**config.mk**
```make
export PLATFORM = sky130hd
export DESIGN_NAME = uart_rx_pkt_ctrl
export DESIGN_NICKNAME = d
export VERILOG_FILES = /design/src/rtl/uart_rx_pkt_ctrl.sv
export SDC_FILE = /design/constraint.sdc
export NUM_CORES = 1
export LEC_CHECK = 0
export ABC_AREA = 0
export ABC_CLOCK_PERIOD_IN_PS = 7290
export CAP_MARGIN = 20
export CORE_AREA = 2 2 156 158
export DETAILED_ROUTE_END_ITERATION = 7
export DIE_AREA = 0 0 158 160
export DONT_BUFFER_PORTS = 1
export PLACE_DENSITY = 0.5
export SLEW_MARGIN = 15
export SYNTH_ARGS = -nofsm -noshare
export SYNTH_HDL_FRONTEND = slang
export SYNTH_SLANG_ARGS = --single-unit
```
**constraint.sdc**
```tcl
create_clock -name i_Clock -period 7.29 [get_ports i_Clock]
set_input_delay 2.187 -clock i_Clock [delete_from_list [all_inputs] [get_ports i_Clock]]
set_output_delay 2.187 -clock i_Clock [all_outputs]
set_load 0.01 [all_outputs]
```
**src/rtl/uart_rx_pkt_ctrl.sv**
```systemverilog
// rtl/uart_rx_pkt_ctrl.sv - sync/length/checksum packet receiver with buffered valid/ready drain
`timescale 1ns/1ps
module uart_rx_pkt_ctrl #(
    parameter logic [7:0] SYNC_BYTE    = 8'hA5,
    parameter int         MAX_LEN      = 16,
    parameter int         TIMEOUT_CLKS = 208320
) (
    input  logic       i_Clock,
    input  logic       reset,
    output logic       o_Receive,
    input  logic       i_Rx_DV,
    input  logic [7:0] i_Rx_Byte,
    output logic [7:0] o_Data,
    output logic       o_Valid,
    output logic       o_Last,
    input  logic       i_Ready,
    output logic [7:0] o_Pkt_Len,
    output logic       o_Busy,
    output logic       o_Err_Len,
    output logic       o_Err_Chk,
    output logic       o_Err_Timeout
);

    localparam logic [2:0] s_HUNT    = 3'd0;
    localparam logic [2:0] s_LEN     = 3'd1;
    localparam logic [2:0] s_PAYLOAD = 3'd2;
    localparam logic [2:0] s_CHK     = 3'd3;
    localparam logic [2:0] s_DRAIN   = 3'd4;

    localparam int          IW        = (MAX_LEN > 1) ? $clog2(MAX_LEN) : 1;
    localparam logic [23:0] TO_LAST   = 24'(TIMEOUT_CLKS - 1);
    localparam logic [7:0]  MAX_LEN_B = 8'(MAX_LEN);

    logic [2:0]  state;
    logic [7:0]  len;
    logic [7:0]  sum;
    logic [7:0]  wr_idx;
    logic [7:0]  rd_idx;
    logic [23:0] to_cnt;
    logic [7:0]  pkt_buf [0:MAX_LEN-1];

    logic [7:0] len_m1;
    logic [7:0] chk_sum;
    logic       last_rd;
    logic       in_frame;

    assign len_m1   = len - 8'd1;
    assign chk_sum  = sum + i_Rx_Byte;
    assign last_rd  = (rd_idx == len_m1);
    assign in_frame = (state == s_LEN) || (state == s_PAYLOAD) || (state == s_CHK);

    // Gated so the stream reads zero whenever nothing is being offered.
    assign o_Data = o_Valid ? pkt_buf[rd_idx[IW-1:0]] : 8'h00;
    assign o_Last = o_Valid & last_rd;

    always_ff @(posedge i_Clock) begin
        if (!reset && state == s_PAYLOAD && i_Rx_DV)
            pkt_buf[wr_idx[IW-1:0]] <= i_Rx_Byte;
    end

    always_ff @(posedge i_Clock) begin
        if (reset) begin
            state         <= s_HUNT;
            len           <= 8'h00;
            sum           <= 8'h00;
            wr_idx        <= 8'h00;
            rd_idx        <= 8'h00;
            to_cnt        <= 24'h0;
            o_Receive     <= 1'b0;
            o_Valid       <= 1'b0;
            o_Pkt_Len     <= 8'h00;
            o_Busy        <= 1'b0;
            o_Err_Len     <= 1'b0;
            o_Err_Chk     <= 1'b0;
            o_Err_Timeout <= 1'b0;
        end else begin
            o_Err_Len     <= 1'b0;
            o_Err_Chk     <= 1'b0;
            o_Err_Timeout <= 1'b0;
            if (state != s_DRAIN)
                o_Receive <= 1'b1;

            // Inter-byte watchdog; an arriving byte always beats an expiring count.
            if (in_frame) begin
                if (i_Rx_DV) begin
                    to_cnt <= 24'h0;
                end else if (to_cnt == TO_LAST) begin
                    o_Err_Timeout <= 1'b1;
                    o_Busy        <= 1'b0;
                    state         <= s_HUNT;
                    to_cnt        <= 24'h0;
                end else begin
                    to_cnt <= to_cnt + 24'h1;
                end
            end

            case (state)
                s_HUNT: begin
                    if (i_Rx_DV && i_Rx_Byte == SYNC_BYTE) begin
                        state  <= s_LEN;
                        o_Busy <= 1'b1;
                        to_cnt <= 24'h0;
                    end
                end
                s_LEN: begin
                    if (i_Rx_DV) begin
                        if (i_Rx_Byte == 8'h00 || i_Rx_Byte > MAX_LEN_B) begin
                            o_Err_Len <= 1'b1;
                            o_Busy    <= 1'b0;
                            state     <= s_HUNT;
                        end else begin
                            len    <= i_Rx_Byte;
                            sum    <= i_Rx_Byte;
                            wr_idx <= 8'h00;
                            state  <= s_PAYLOAD;
                        end
                    end
                end
                s_PAYLOAD: begin
                    if (i_Rx_DV) begin
                        sum    <= chk_sum;
                        wr_idx <= wr_idx + 8'd1;
                        if (wr_idx == len_m1)
                            state <= s_CHK;
                    end
                end
                s_CHK: begin
                    if (i_Rx_DV) begin
                        if (chk_sum == 8'h00) begin
                            state     <= s_DRAIN;
                            rd_idx    <= 8'h00;
                            o_Pkt_Len <= len;
                            o_Valid   <= 1'b1;
                            o_Receive <= 1'b0;
                        end else begin
                            o_Err_Chk <= 1'b1;
                            o_Busy    <= 1'b0;
                            state     <= s_HUNT;
                        end
                    end
                end
                s_DRAIN: begin
                    if (o_Valid && i_Ready) begin
                        if (last_rd) begin
                            o_Valid   <= 1'b0;
                            o_Receive <= 1'b1;
                            o_Busy    <= 1'b0;
                            state     <= s_HUNT;
                        end else begin
                            rd_idx <= rd_idx + 8'd1;
                        end
                    end
                end
                default: state <= s_HUNT;
            endcase
        end
    end

endmodule

```
==> metrics.cfg <==
[grt]
grt_max_degree=36
grt_pass1_wl_mm=33.50
grt_pass1_vias=6076
antenna_found_initial=0
grt_overflow=0
grt_use_total_pct=17.25

[worst_setup_path]
critical_path.reg2reg.startpoint=sum[0]$_SDFFE_PP0P_
end_kind=primary output
reg2reg_slack_ns=4.15
critPathMaxFanout=31
crit_required_ns=5.10
criticalPathCategory=reg -> out
worstRegToRegCells=8
crit_arrival_ns=2.77
start_kind=flop

[outcome]
outcome=complete, no violations

[sta]
setup_ws_ns=2.331
maxSlewViolCount=0
relSlewSlack_pct=23.41
rsz0062_at_grt=false
worstMarginPinSlew_ns=1.143
hold_viol_final=0
setup_violations=0
post-route-min-period_ns=4.959
clock.fmax_ghz=0.2017
tns_ns=0
timing.final.crit_share_pct=68.02
clock_skew_ns=0.02308

[cts]
cts_made_buffers=24
cts_tree=built
root_buffer=clkbuf_16
clockBufferDepth=3
cts_max_level=1
holdBufCountCts=0
clock_latency_ns=0.52
post_cts_buffers=0
clkTransAtPathRegs_ns=0.06
cts.sink_count=205
ctsResizeCount=0

[synth]
synth_common_cells=edfxtp_1, dfxtp_1, nor2_1
yosys.area.top_type=edfxtp_1
synthArstFlopShare_pct=0
synth_fa_ha_area_share_pct=2.110
synth-seq-cells=205
ys.flop_type=edfxtp_1
netlist_area_um2=9253
synth_compound_area_share_pct=7.816
syn_nets=761
synth_edf_count=128
yosysUniqueCellTypes=65
synth_top_family_by_area=simple AND/OR/NAND/NOR gates
ys_warn_count=0
syn_area_per_cell_um2=12.61
seq_area_frac_synth_pct=58.20
synthTopCellsByArea=edfxtp_1, dfxtp_1, mux4_2
synth_simple_gate_area_share_pct=14.74
synthMuxAreaShare_pct=10.34
synth_most_common_cell=edfxtp_1
synth_top_area_share_pct=41.54
synth_xor_area_share_pct=4.517
syn_inst=734

[final_layout]
layout.nets=755
antenna_cells=0
fillers=2252
drive_gt1_share_pct=13.15
area_delta_synth_final_pct=11.70

[power_and_ir_drop]
pwr-share-comb_pct=0.9
swShare_pct=19.32
p_sw_mw=0.4746
internal_power_mw=1.982
p_leak_nw=3.322
peakVddDrop_uv=149.5
seqPwrFrac_pct=50.1
clockPowerShare_pct=49.0
p_per_area_nw_per_um2=237.7

[floorplan]
chipWidth_um=158
chipHeight_um=160
core_area_um2=23820
die_area_um2=25280
row_count=57
initial_core_util_pct=38.84
io_pins=35

[worst_hold_path]
hp-start=sum[6]$_SDFFE_PP0P_
whs_path_depth=2
hold_path_end=sum[6]$_SDFFE_PP0P_
worstHoldPathType=reg -> reg

[job]
maxCapViolCount=0

[placement]
post-place-ws_ns=2.335
hpwl_mm=14.13
gp_congestion=0.8369
port_buffers=0

[routing]
routedWlPerCell_um=19.97
via_per_inst=5.455
drt-total-wl_mm=21.35
drtIter0Drc=366
dr_total_vias=5831
final_antenna_net_count=0
route.detailed.drc=0
firstDrtPassIters=4

==> cell usage in the layout, fill, tap and decap left out, types with 5 or more instances in the layout <==
cell	instances
nor3_1	13
nand2b_1	11
or3_1	8
a21oi_1	42
nand4_1	10
edfxtp_1	128
xor2_1	27
and2_1	16
clkinv_2	5
and3_1	10
o21bai_1	5
nor2_1	68
xnor2_1	18
clkbuf_16	24
mux4_2	40
inv_1	10
o21ai_0	23
nor4_1	6
and4_1	5
nand2_1	53
a211oi_1	7
dfxtp_1	76
ha_1	14
nor2b_1	6
nand3_1	36
clkinv_1	5
==> worst max-delay path, cell delays in order (launching register included) <==
cell	delay, ns
dfxtp_2	0.35
buf_4	0.53
mux4_2	0.58
mux4_2	0.54
and2_1	0.22
==> sequential cells by signal (all words and copies together), names as in the netlist, named ones only <==
signal	flops
to_cnt	24
o_Err_Chk	1
o_Err_Timeout	1
o_Err_Len	1
rd_idx	8
o_Busy	1
wr_idx	8
sum	8
state	3
o_Valid	1
o_Pkt_Len	8
pkt_buf	128
len	8
o_Receive	1
==> how the worst max path moves through the flow <==
stage | end | slack, ns | from | depth (start not counted)
detailed placement | flop | 2.34 | i_Rx_Byte[0] | 8
global placement | flop | 2.36 | i_Rx_Byte[0] | 8
floorplan | flop | 2.96 | i_Rx_Byte[0] | 10
global route | o_Data[1] | 2.20 | flop | 4
CTS | o_Data[1] | 2.25 | flop | 4
finish | o_Data[1] | 2.33 | flop | 4
==> power by group through the flow <==
stage                     Combinational, mW  Sequential (mW)  Clock [mW]
final                                0.0220             1.23        1.20
after global routing                 0.0244             1.23        1.29
after CTS                            0.0218             1.23        1.23
after detailed placement             0.0217             1.26           0
after global placement               0.0216             1.26           0
after floorplan                      0.0194             1.26           0
==> layout make-up <==
class                           count  area, um^2  share of cell area, %
Sequential cell                   205        5386                  52.12
Multi-Input combinational cell    484        3677                  35.58
Clock buffer                       25       604.3                  5.847
Tap cell                          324       405.4                  3.923
Clock inverter                     18       201.4                  1.949
Inverter                           10       37.54                 0.3632
Timing Repair Buffer                3       22.52                 0.2179
==> routing by layer <==
metal | vias to the layer above | part of all wire (%) | track usage [%]
li1 | 2762 | - | -
met1 | 2890 | 43 | 22.21
met2 | 136 | 48 | 28.99
met3 | 43 | 5.1 | 3.338
met4 | 0 | 3.3 | 6.102
met5 | - | 0 | 0
==> stage by stage <==
step                      std cells  cell area, um^2  hold WS [ns]  power [mW]  util, %
after global routing           1069            10330        0.4969       2.541    43.39
after CTS                      1069            10330        0.4753       2.486    43.39
final                          1069            10330        0.4706       2.456    43.39
after global placement         1026             9529        0.4604       1.278    40.00
after floorplan                 734             9253        0.4474       1.275        -
after detailed placement       1026             9529        0.4672       1.278    40.00
==> kinds of logic after synthesis <==
kind of cell | count (synthesis)
buffers and inverters | 45
multiplexers | 45
flip-flops | 205
AO/OA/AOI/OAI | 112
AND/OR/NAND/NOR | 266
adder cells (fa/ha/maj) | 15
XOR/XNOR | 46
No activity file was read; power rests on OpenSTA's default activity.
